<file path="src/rtl/cpu_defs.sv">
`default_nettype none
// =============================================================================
// Package  : cpu_defs
// Purpose  : Shared definitions for the load/store path: memory operation
//            encoding, exception codes, FSM state type and small decode
//            helpers used by the memory access unit and its bench.
// Revision : 1.0 - initial release
// =============================================================================
package cpu_defs;

    typedef enum logic [3:0] {
        LB  = 4'd0,
        LBU = 4'd1,
        LH  = 4'd2,
        LHU = 4'd3,
        LW  = 4'd4,
        LWU = 4'd5,
        LD  = 4'd6,
        SB  = 4'd7,
        SH  = 4'd8,
        SW  = 4'd9,
        SD  = 4'd10
    } mem_op_t;

    typedef logic [4:0] exc_code_t;

    localparam exc_code_t EX_ADEL = 5'd4;
    localparam exc_code_t EX_ADES = 5'd5;
    localparam exc_code_t EX_RI   = 5'd10;

    typedef enum logic [1:0] {
        S_IDLE = 2'd0,
        S_REQ  = 2'd1,
        S_WAIT = 2'd2,
        S_DONE = 2'd3
    } mau_state_t;

    // Access size in bytes; 0 marks an encoding that is not a memory op.
    function automatic logic [3:0] op_size(input mem_op_t op);
        case (op)
            LB, LBU, SB:  return 4'd1;
            LH, LHU, SH:  return 4'd2;
            LW, LWU, SW:  return 4'd4;
            LD, SD:       return 4'd8;
            default:      return 4'd0;
        endcase
    endfunction

    function automatic logic op_is_store(input mem_op_t op);
        return (op == SB) || (op == SH) || (op == SW) || (op == SD);
    endfunction

    function automatic logic op_is_signed(input mem_op_t op);
        return (op == LB) || (op == LH) || (op == LW) || (op == LD);
    endfunction

    // Doubleword ops and LWU only exist on the 64-bit build.
    function automatic logic op_is_legal(input mem_op_t op, input int data_width);
        if (op_size(op) == 4'd0) begin
            return 1'b0;
        end
        if ((data_width == 32) && ((op == LD) || (op == SD) || (op == LWU))) begin
            return 1'b0;
        end
        return 1'b1;
    endfunction

endpackage
`default_nettype wire

</file>
<file path="src/rtl/mem_access_unit_if.sv">
`default_nettype none
// =============================================================================
// Interface : mem_access_unit_if
// Purpose   : Data-bus (dbus) connection between the memory access unit
//             (master) and the memory system (slave). Valid/ready request
//             channel plus a single-beat response strobe.
// Signals   : req_valid/req_ready handshake, req_write, req_addr (bus-word
//             aligned), req_strobe (byte enables), req_data (lane-shifted),
//             resp_valid, resp_data (full bus word).
// Revision  : 1.0 - initial release
// =============================================================================
interface mem_access_unit_if #(
    parameter int DATA_WIDTH = 32,
    parameter int ADDR_WIDTH = 32
);
    logic                    req_valid;
    logic                    req_ready;
    logic                    req_write;
    logic [ADDR_WIDTH-1:0]   req_addr;
    logic [DATA_WIDTH/8-1:0] req_strobe;
    logic [DATA_WIDTH-1:0]   req_data;
    logic                    resp_valid;
    logic [DATA_WIDTH-1:0]   resp_data;

    modport master (
        output req_valid, req_write, req_addr, req_strobe, req_data,
        input  req_ready, resp_valid, resp_data
    );

    modport slave (
        input  req_valid, req_write, req_addr, req_strobe, req_data,
        output req_ready, resp_valid, resp_data
    );
endinterface
`default_nettype wire

</file>
<file path="src/rtl/mem_lane_align.sv">
`default_nettype none
// =============================================================================
// Module   : mem_lane_align
// Purpose  : Combinational byte-lane steering for one access.
//            Store side: byte enables and store data shifted into the lanes
//            selected by the low address bits.
//            Load side: response word shifted down to bit 0 and sign/zero
//            extended from the access size.
// Ports    : size (bytes 1/2/4/8), is_signed, off (byte lane of access),
//            wdata -> strobe, sdata ; rdata -> ldata
// Revision : 1.0 - initial release
// =============================================================================
module mem_lane_align #(
    parameter  int DATA_WIDTH = 32,
    localparam int NB         = DATA_WIDTH / 8,
    localparam int OFFB       = $clog2(NB)
) (
    input  logic [3:0]            size,
    input  logic                  is_signed,
    input  logic [OFFB-1:0]       off,
    input  logic [DATA_WIDTH-1:0] wdata,
    input  logic [DATA_WIDTH-1:0] rdata,
    output logic [NB-1:0]         strobe,
    output logic [DATA_WIDTH-1:0] sdata,
    output logic [DATA_WIDTH-1:0] ldata
);

    logic [NB-1:0]         w_mask;
    logic [DATA_WIDTH-1:0] w_shr;
    logic                  w_msb;
    logic                  w_fill;

    // Contiguous run of 'size' enables starting at lane 0.
    always_comb begin
        w_mask = '0;
        for (int i = 0; i < NB; i++) begin
            w_mask[i] = (i < int'(size));
        end
    end

    assign strobe = w_mask << off;
    assign sdata  = wdata << {off, 3'b000};
    assign w_shr  = rdata >> {off, 3'b000};

    always_comb begin
        case (size)
            4'd1:    w_msb = w_shr[7];
            4'd2:    w_msb = w_shr[15];
            4'd4:    w_msb = w_shr[31];
            default: w_msb = w_shr[DATA_WIDTH-1];
        endcase
        w_fill = w_msb & is_signed;
        ldata  = w_shr;
        for (int i = 0; i < DATA_WIDTH; i++) begin
            if (i >= 8 * int'(size)) begin
                ldata[i] = w_fill;
            end
        end
    end

endmodule
`default_nettype wire

</file>
<file path="src/rtl/mem_access_unit.sv">
`default_nettype none
// =============================================================================
// Module   : mem_access_unit
// Purpose  : Multi-cycle load/store unit. Forms the effective address,
//            checks natural alignment, issues one dbus request, waits for the
//            response and returns extended load data or an exception.
// Ports    : clk, reset (async, active-high)
//            in_*   : op request (valid/ready) with op, base, offset, wdata
//            out_*  : result (valid/ready) with exc flag/code, badvaddr, rdata
//            dbus   : data-bus master port (mem_access_unit_if.master)
// Revision : 1.0 - initial release
// =============================================================================
module mem_access_unit
    import cpu_defs::*;
#(
    parameter int DATA_WIDTH   = 32,
    parameter int ADDR_WIDTH   = 32,
    parameter int OFFSET_WIDTH = 16
) (
    input  logic                    clk,
    input  logic                    reset,
    input  logic                    in_valid,
    output logic                    in_ready,
    input  mem_op_t                 in_op,
    input  logic [DATA_WIDTH-1:0]   in_base,
    input  logic [OFFSET_WIDTH-1:0] in_offset,
    input  logic [DATA_WIDTH-1:0]   in_wdata,
    output logic                    out_valid,
    input  logic                    out_ready,
    output logic                    out_exc,
    output exc_code_t               out_exc_code,
    output logic [ADDR_WIDTH-1:0]   out_badvaddr,
    output logic [DATA_WIDTH-1:0]   out_rdata,
    mem_access_unit_if.master       dbus
);

    localparam int NB   = DATA_WIDTH / 8;
    localparam int OFFB = $clog2(NB);

    mau_state_t            r_state;
    mau_state_t            w_state_nxt;

    logic                  r_write;
    logic [ADDR_WIDTH-1:0] r_addr;
    logic [NB-1:0]         r_strobe;
    logic [DATA_WIDTH-1:0] r_data;
    logic [3:0]            r_size;
    logic                  r_signed;
    logic [OFFB-1:0]       r_off;
    logic                  r_exc;
    exc_code_t             r_exc_code;
    logic [ADDR_WIDTH-1:0] r_badvaddr;
    logic [DATA_WIDTH-1:0] r_rdata;

    logic [ADDR_WIDTH-1:0] w_addr;
    logic [OFFB-1:0]       w_off;
    logic [3:0]            w_size;
    logic                  w_store;
    logic                  w_legal;
    logic                  w_misaligned;
    logic                  w_accept;
    logic [NB-1:0]         w_st_strobe;
    logic [DATA_WIDTH-1:0] w_st_data;
    logic [DATA_WIDTH-1:0] w_ld_data;
    logic [DATA_WIDTH-1:0] w_unused_st_ldata;
    logic [NB-1:0]         w_unused_ld_strobe;
    logic [DATA_WIDTH-1:0] w_unused_ld_sdata;

    // Effective address wraps modulo 2^ADDR_WIDTH; the signed cast
    // sign-extends the immediate.
    assign w_addr   = ADDR_WIDTH'(in_base) + ADDR_WIDTH'($signed(in_offset));
    assign w_off    = w_addr[OFFB-1:0];
    assign w_size   = op_size(in_op);
    assign w_store  = op_is_store(in_op);
    assign w_legal  = op_is_legal(in_op, DATA_WIDTH);
    assign w_accept = (r_state == S_IDLE) && in_valid;

    // Legal sizes never exceed the bus width, so only the lane bits matter.
    assign w_misaligned = |(w_off & OFFB'(w_size - 4'd1));

    mem_lane_align #(.DATA_WIDTH(DATA_WIDTH)) u_store_align (
        .size      (w_size),
        .is_signed (1'b0),
        .off       (w_off),
        .wdata     (in_wdata),
        .rdata     ('0),
        .strobe    (w_st_strobe),
        .sdata     (w_st_data),
        .ldata     (w_unused_st_ldata)
    );

    mem_lane_align #(.DATA_WIDTH(DATA_WIDTH)) u_load_align (
        .size      (r_size),
        .is_signed (r_signed),
        .off       (r_off),
        .wdata     ('0),
        .rdata     (dbus.resp_data),
        .strobe    (w_unused_ld_strobe),
        .sdata     (w_unused_ld_sdata),
        .ldata     (w_ld_data)
    );

    always_ff @(posedge clk or posedge reset) begin
        if (reset) begin
            r_state <= S_IDLE;
        end else begin
            r_state <= w_state_nxt;
        end
    end

    always_comb begin
        w_state_nxt    = r_state;
        in_ready       = 1'b0;
        out_valid      = 1'b0;
        dbus.req_valid = 1'b0;
        case (r_state)
            S_IDLE: begin
                in_ready = 1'b1;
                if (in_valid) begin
                    w_state_nxt = (!w_legal || w_misaligned) ? S_DONE : S_REQ;
                end
            end
            S_REQ: begin
                dbus.req_valid = 1'b1;
                if (dbus.req_ready) begin
                    w_state_nxt = S_WAIT;
                end
            end
            S_WAIT: begin
                if (dbus.resp_valid) begin
                    w_state_nxt = S_DONE;
                end
            end
            S_DONE: begin
                out_valid = 1'b1;
                if (out_ready) begin
                    w_state_nxt = S_IDLE;
                end
            end
            default: w_state_nxt = S_IDLE;
        endcase
    end

    always_ff @(posedge clk or posedge reset) begin
        if (reset) begin
            r_write    <= 1'b0;
            r_addr     <= '0;
            r_strobe   <= '0;
            r_data     <= '0;
            r_size     <= '0;
            r_signed   <= 1'b0;
            r_off      <= '0;
            r_exc      <= 1'b0;
            r_exc_code <= '0;
            r_badvaddr <= '0;
            r_rdata    <= '0;
        end else if (w_accept) begin
            r_write    <= w_store;
            r_size     <= w_size;
            r_signed   <= op_is_signed(in_op);
            r_off      <= w_off;
            r_rdata    <= '0;
            r_addr     <= '0;
            r_strobe   <= '0;
            r_data     <= '0;
            r_badvaddr <= '0;
            if (!w_legal) begin
                r_exc      <= 1'b1;
                r_exc_code <= EX_RI;
            end else if (w_misaligned) begin
                r_exc      <= 1'b1;
                r_exc_code <= w_store ? EX_ADES : EX_ADEL;
                r_badvaddr <= w_addr;
            end else begin
                r_exc      <= 1'b0;
                r_exc_code <= '0;
                r_addr     <= {w_addr[ADDR_WIDTH-1:OFFB], {OFFB{1'b0}}};
                r_strobe   <= w_st_strobe;
                r_data     <= w_st_data;
            end
        end else if ((r_state == S_WAIT) && dbus.resp_valid) begin
            r_rdata <= r_write ? '0 : w_ld_data;
        end
    end

    assign dbus.req_write  = r_write;
    assign dbus.req_addr   = r_addr;
    assign dbus.req_strobe = r_strobe;
    assign dbus.req_data   = r_data;

    assign out_exc      = r_exc;
    assign out_exc_code = r_exc_code;
    assign out_badvaddr = r_badvaddr;
    assign out_rdata    = r_rdata;

endmodule
`default_nettype wire
</file>
<file path="src/flat_wrapper.sv">
// flat-port wrapper written by rule: the top's interface ports become plain ports
module mem_access_unit_flat import cpu_defs::*;
#(
    parameter int DATA_WIDTH   = 32,
    parameter int ADDR_WIDTH   = 32,
    parameter int OFFSET_WIDTH = 16
)
  (clk, reset, in_valid, in_ready, in_op, in_base, in_offset, in_wdata, out_valid, out_ready, out_exc, out_exc_code, out_badvaddr, out_rdata, dbus_req_valid, dbus_req_write, dbus_req_addr, dbus_req_strobe, dbus_req_data, dbus_req_ready, dbus_resp_valid, dbus_resp_data);
  mem_access_unit_if #(.DATA_WIDTH(DATA_WIDTH), .ADDR_WIDTH(ADDR_WIDTH)) dbus_i ();
  input  logic clk;
  input  logic reset;
  input  logic in_valid;
  output logic in_ready;
  input  mem_op_t in_op;
  input  logic [DATA_WIDTH-1:0] in_base;
  input  logic [OFFSET_WIDTH-1:0] in_offset;
  input  logic [DATA_WIDTH-1:0] in_wdata;
  output logic out_valid;
  input  logic out_ready;
  output logic out_exc;
  output exc_code_t out_exc_code;
  output logic [ADDR_WIDTH-1:0] out_badvaddr;
  output logic [DATA_WIDTH-1:0] out_rdata;
  output wire logic [$bits(dbus_i.req_valid)-1:0] dbus_req_valid;
  output wire logic [$bits(dbus_i.req_write)-1:0] dbus_req_write;
  output wire logic [$bits(dbus_i.req_addr)-1:0] dbus_req_addr;
  output wire logic [$bits(dbus_i.req_strobe)-1:0] dbus_req_strobe;
  output wire logic [$bits(dbus_i.req_data)-1:0] dbus_req_data;
  input wire logic [$bits(dbus_i.req_ready)-1:0] dbus_req_ready;
  input wire logic [$bits(dbus_i.resp_valid)-1:0] dbus_resp_valid;
  input wire logic [$bits(dbus_i.resp_data)-1:0] dbus_resp_data;
  assign dbus_req_valid = dbus_i.req_valid;
  assign dbus_req_write = dbus_i.req_write;
  assign dbus_req_addr = dbus_i.req_addr;
  assign dbus_req_strobe = dbus_i.req_strobe;
  assign dbus_req_data = dbus_i.req_data;
  assign dbus_i.req_ready = dbus_req_ready;
  assign dbus_i.resp_valid = dbus_resp_valid;
  assign dbus_i.resp_data = dbus_resp_data;
  mem_access_unit #(.DATA_WIDTH(DATA_WIDTH), .ADDR_WIDTH(ADDR_WIDTH), .OFFSET_WIDTH(OFFSET_WIDTH)) u_core (.clk(clk), .reset(reset), .in_valid(in_valid), .in_ready(in_ready), .in_op(in_op), .in_base(in_base), .in_offset(in_offset), .in_wdata(in_wdata), .out_valid(out_valid), .out_ready(out_ready), .out_exc(out_exc), .out_exc_code(out_exc_code), .out_badvaddr(out_badvaddr), .out_rdata(out_rdata), .dbus(dbus_i));
endmodule
</file>
<file path="config.mk">
export PLATFORM = sky130hd
export DESIGN_NAME = mem_access_unit_flat
export DESIGN_NICKNAME = d
export VERILOG_FILES = /design/src/rtl/cpu_defs.sv /design/src/rtl/mem_access_unit_if.sv /design/src/rtl/mem_lane_align.sv /design/src/rtl/mem_access_unit.sv /design/src/flat_wrapper.sv
export SDC_FILE = /design/constraint.sdc
export NUM_CORES = 1
export LEC_CHECK = 0
export CAP_MARGIN = 20
export CELL_PAD_IN_SITES_DETAIL_PLACEMENT = 1
export CELL_PAD_IN_SITES_GLOBAL_PLACEMENT = 1
export CORE_UTILIZATION = 38
export DETAILED_ROUTE_END_ITERATION = 6
export PLACE_DENSITY_LB_ADDON = 0.1
export SLEW_MARGIN = 20
export SYNTH_ARGS = -nofsm -noshare
export SYNTH_HDL_FRONTEND = slang
export SYNTH_SLANG_ARGS = --single-unit
</file>
<file path="constraint.sdc">
create_clock -name clk -period 9.4 [get_ports clk]
set_clock_uncertainty 0.1 [all_clocks]
set_input_delay 1.88 -clock clk [delete_from_list [all_inputs] [get_ports clk]]
set_output_delay 1.88 -clock clk [all_outputs]
set_load 0.05 [all_outputs]
</file>
==> results_dict.tcl, run 1 <==
set metrics [dict create \
    worst_slew_pin_slew_ps 982 \
    drc 0 \
    ys_types 60 \
    synthAdderAreaFrac_pct 5.71 \
    drt_wl_total_mm 28.0 \
    tritoncts "built" \
    crit_fanout 40 \
    vias 7855 \
    synth_compound_area_share_pct 27.8 \
    status "finished clean" \
    fp.dieH_um 151 \
    synth-async-reset-ratio_pct 100 \
    cts.sinks 144 \
    relSlewSlack_pct 34.5 \
    clkTransAtPathRegs_ps 70 \
    cts_root_buffer "clkbuf_16" \
    initialDrtViolationCount 351 \
    power.leakage_nw 5.19 \
    setup_viol 0 \
    cts_resized 0 \
    h-tree-depth 4 \
    worstSetupStartpointType "input pin" \
    synthCells 904 \
    hold_violations 0 \
    yosysWarningCount 0 \
    grt_max_degree 94 \
    grt_pass1_vias 8038 \
    clk_latency_ps 430 \
    arrival_ps 5350 \
    cts_made_buffers 17 \
    avgSynthCellArea_sq_um 9.36 \
    critPathKind "input pin to flip-flop" \
    grt_pass1_wl_mm 44.1 \
    die_w_um 151 \
    ant_nets 0 \
    hold_buffers 0 \
    cts_setup_buffers 0 \
    synth_ff_type "dfrtp_1" \
    max_clock_freq_ghz 0.197 \
    synth_edf_count 0 \
    core-area_sq_um 21800 \
    finalCritPeriodShare_pct 54.0 \
    yosys-top-cells-area "dfrtp_1, a22o_1, ha_1" \
    gp_congestion 0.877 \
    layout_commonest_cell "clkdlybuf4s50_1" \
    row_count 54 \
    antenna_found_initial 0 \
    cap_violations 0 \
    hold_path_class "flip-flop to flip-flop" \
    viasPerCell 5.52 \
    dp_slack_ps 3930 \
    grt_util_all_layers_pct 25.2 \
    clock_path_buffers 2 \
    p_per_area_nw_per_um2 305 \
    avgRoutedWirePerCell_um 19.7 \
    muxShareOfSynthArea_pct 4.26 \
    layout_common_cells "clkdlybuf4s50_1, dfrtp_1, nand2_1, o21ai_0, a21oi_1" \
    antennaDiodeCount 0 \
    synth_top_area_share_pct 42.6 \
    rsz0062_at_grt "no" \
    vdd_ir_drop_max_mv 0.163 \
    synthXorXnorAreaFrac_pct 2.59 \
    ys_ff_latch 144 \
    worstPathRequired_ps 9670 \
    die_area_sq_um 22900 \
    io_buffer_count 260 \
    synth_top_family_by_area "compound AO/OA/AOI/OAI gates" \
    grt_overflow 0 \
    io_pins 264 \
    drive_gt1_share_pct 5.17 \
    initial_core_util_pct 38.8 \
    crit_path_end_kind "flip-flop" \
    area_growth_pct 39.9 \
    ys_seq_area_share_pct 42.6 \
    fin_nets 1289 \
    synth_simple_gate_area_share_pct 12.9 \
    finalSetupTns_ps 0 \
    drv_slew 0 \
    drt_pass1_iterations 5 \
    synth.largest_area_cell "dfrtp_1" \
    period_needed_ps 5080 \
    fin_ws_ps 4320 \
    dp_hpwl_mm 20.5 \
    netlist_area_sq_um 8460 \
]
[metal layers]
layer	up-vias	part of all wire, %	global-route usage (%)
met5	-	0	0
met4	0	1.6	7.10
met3	26	4.1	3.92
met2	205	48	41.1
met1	3847	46	34.3
li1	3777	-	-
[cell families after synthesis]
family,Yosys count
AOI/OAI and AO/OA,346
xor gates and xnor gates,25
adders and majority gates,38
buffers and inverters,83
DFF,144
muxes,36
other,1
and+or+nand+nor,231
[worst max-delay path: stages]
cell and delay (ps):
clkdlybuf4s50_1 590, nor2_1 170, mux2i_1 80, or2_2 310, ha_1 240, a21boi_0 140, a211o_1 300, a31oi_1 360
and2_2 800, o21ai_0 220, nand2_1 120, nand3b_1 100
[synth_stat cells, types with 11 or more instances]
cell type  count
a211o_1       18
a21o_1        21
a21oi_1       79
a22o_1        74
a32o_1        11
clkbuf_1      45
dfrtp_1      144
ha_1          37
inv_1         18
mux2i_1       36
nand2_1      106
nand4_1       14
nor2_1        36
nor2b_1       25
o21ai_0       88
xnor2_1       18
[report_power, final]
part           switching, mW  total [mW]  leakage, nW  internal [mW]
registers              0.132       0.951         1.95          0.819
clock network          0.295       0.699        0.290          0.404
logic                   1.29        1.96         2.95          0.671
[stage by stage]
stage,cells,cell area [sq um],utilization [%],hold WS (ps),total power [mW]
finish,1422,11800,54.2,379,3.61
global route,1422,11800,54.2,411,3.80
CTS,1422,11800,54.2,386,3.64
detailed placement,1390,11200,51.5,372,2.93
global placement,1390,11200,51.5,362,2.90
floorplan,906,8470,-,348,2.25
[final timing paths]
path | from | end | slack, ps | cells past startpoint
setup / recovery | in_op[1] | u_core.dbus.req_addr[26] | 4320 | 12
hold / removal | u_core.dbus.req_data[22] | u_core.dbus.req_data[22] | 380 | 2
setup reg to reg | u_core.r_state[0] | u_core.dbus.req_addr[26] | 6390 | 8
hold reg to reg | u_core.dbus.req_data[22] | u_core.dbus.req_data[22] | 380 | 2
max in group asynchronous | reset | u_core.out_badvaddr[27] | 6020 | 3
min in group asynchronous | reset | u_core.dbus.req_data[19] | 1880 | 2
[flip-flops by register name, summed over array words and instances, names as in the netlist]
name                    cells
u_core.dbus.req_write       1
u_core.dbus.req_addr       30
u_core.r_off                2
u_core.out_rdata           32
u_core.r_size               4
u_core.r_state              2
u_core.dbus.req_data       32
u_core.out_exc_code         3
u_core.dbus.req_strobe      4
u_core.out_exc              1
u_core.r_signed             1
u_core.out_badvaddr        32
[cell type report]
type | instances | area (sq um)
Clock buffer | 19 | 443
Inverter | 18 | 72.6
Sequential cell | 144 | 3600
Clock inverter | 13 | 154
Timing Repair Buffer | 269 | 2670
Multi-Input combinational cell | 679 | 4540
Fill cell | 2450 | 9990
Tap cell | 280 | 350
Power figures use the tool's default switching activity.
==> inputs of run 2 (changes only) <==
Settings changed: CORE_UTILIZATION 38 to 32.
Clock period 9.4 ns to 4.2 ns, I/O delays scaled along.
==> results_dict.tcl, run 2 (synthesis results as in run 1) <==
set metrics [dict create \
    antenna_found_initial 0 \
    layout_common_cells "clkdlybuf4s50_1, dfrtp_1, nand2_1, o21ai_0, a21oi_1" \
    layout_commonest_cell "clkdlybuf4s50_1" \
    cts_root_buffer "clkbuf_16" \
    hold_violations 0 \
    die_area_sq_um 27100 \
    cts_setup_buffers 0 \
    clk_latency_ps 420 \
    worst-path-buf-inv 2 \
    period_needed_ps 3570 \
    drive_gt1_share_pct 6.63 \
    core-area_sq_um 26000 \
    cp-startpoint "in_op[1]" \
    clock_path_buffers 2 \
    h-tree-depth 4 \
    r2r-start "u_core.r_off[0]" \
    clkTransAtPathRegs_ps 70 \
    ant_nets 0 \
    initial_core_util_pct 32.6 \
    worst_slew_pin_slew_ps 867 \
    power.leakage_nw 5.28 \
    area_growth_pct 42.7 \
    p_per_area_nw_per_um2 675 \
    cts.sinks 144 \
    cp_top_family "simple AND/OR/NAND/NOR gates" \
    gp_congestion 0.844 \
    hold_slack_ps 377 \
    avgRoutedWirePerCell_um 20.0 \
    fp.dieH_um 165 \
    grt_max_degree 80 \
    antennaDiodeCount 0 \
    arrival_ps 3830 \
    path_cells "clkdlybuf4s50_1 -> nor2_1 -> mux2i_1 -> or2_2 -> ha_1 -> a21boi_0 -> a211o_1 -> a31oi_1 -> buf_4 -> nand3_1 -> nor2_2 -> a22o_1" \
    critPathKind "input pin to flip-flop" \
    cp.depth 12 \
    viasPerCell 5.30 \
    cp-endpoint "u_core.dbus.req_data[5]" \
    io_buffer_count 260 \
    vias 7925 \
    worstPathRequired_ps 4460 \
    row_count 59 \
    setup_viol 0 \
    cts_made_buffers 17 \
    crit_fanout 10 \
    crit_path_end_kind "flip-flop" \
    io_pins 264 \
    cts_resized 0 \
    post-place-cells 1465 \
    worst-r2r-setup-slack_ps 1410 \
    initialDrtViolationCount 361 \
    final-instance-count-excl-fill 1496 \
    drt_wl_total_mm 29.9 \
    grt_pass1_wl_mm 46.6 \
    rsz0062_at_grt "no" \
    drc 0 \
    tritoncts "built" \
    relSlewSlack_pct 42.0 \
    worst_r2r_path_depth 7 \
    hold_path_class "flip-flop to flip-flop" \
    max_stage_delay_ps 580 \
    grt_pass1_vias 8112 \
    drv_slew 0 \
    r2r-end "u_core.out_rdata[26]" \
    crit_slowest_cell "clkdlybuf4s50_1" \
    grt_overflow 0 \
    dp_hpwl_mm 22.4 \
    worstSetupStartpointType "input pin" \
    drt_pass1_iterations 5 \
    finalSetupTns_ps 0 \
    max_clock_freq_ghz 0.280 \
    cap_violations 0 \
    fin_nets 1309 \
    finalCritPeriodShare_pct 85.1 \
    status "finished clean" \
    grt_util_all_layers_pct 22.4 \
    hold_buffers 0 \
    die_w_um 165 \
    vdd_ir_drop_max_mv 0.328 \
]
run 2: cell types whose count changed in the layout (fill, tap and decap cells not counted), sizes merged:
cell	previous run	this run
clkinv	6	3
buf	9	29
inv	22	20
clkinvlp	1	4
clkbuf	19	20
run 2: worst min path at each step:
| stage | start | end | slack [ps] | cells after the start |
|---|---|---|---|---|
| 6_report | u_core.dbus.req_data[23] | u_core.dbus.req_data[23] | 380 | 2 |
| 3_3_place_gp | u_core.dbus.req_data[23] | u_core.dbus.req_data[23] | 360 | 2 |
| 3_5_place_dp | u_core.dbus.req_data[23] | u_core.dbus.req_data[23] | 370 | 2 |
| 4_1_cts | u_core.dbus.req_data[23] | u_core.dbus.req_data[23] | 380 | 2 |
| 2_1_floorplan | u_core.r_signed | u_core.r_signed | 350 | 2 |
| 5_1_grt | u_core.out_rdata[29] | u_core.out_rdata[29] | 400 | 2 |
run 2: where the power goes:
| part | switching (mW) | internal [mW] |
|---|---|---|
| Clock | 0.639 | 0.910 |
| Sequential | 0.349 | 1.83 |
| Combinational | 2.87 | 1.54 |
| Total | 3.86 | 4.28 |
run 2: cell type report:
type	instances	area, sq um
Clock buffer	20	457
Clock inverter	11	131
Fill cell	2969	13900
Inverter	18	71.3
Multi-Input combinational cell	679	4540
Sequential cell	144	3600
Tap cell	335	419
Timing Repair Buffer	289	2860
run 2: worst register-to-register path, delay by kind of cell, from the launching register on:
kind | cells | cell delay, ps
flops | 1 | 770
compound gates | 5 | 930
simple gates | 2 | 900
run 2: layer usage:
| layer | vias up | track usage (%) | wire length [um] |
|---|---|---|---|
| met5 | - | 0 | 0 |
| met1 | 3924 | 30.8 | 14000 |
| met4 | 0 | 4.21 | 230 |
| met2 | 176 | 37.1 | 14600 |
| met3 | 14 | 3.87 | 1110 |
| li1 | 3811 | - | - |
run 2: per-stage QoR:
step	cell area [sq um]	setup WS, ps	utilization, %	total power, mW
floorplan	8470	939	-	5.03
global placement	11500	336	44.2	6.58
detailed placement	11500	222	44.2	6.65
CTS	12100	654	46.5	8.22
global route	12100	487	46.5	8.58
finish	12100	626	46.5	8.15
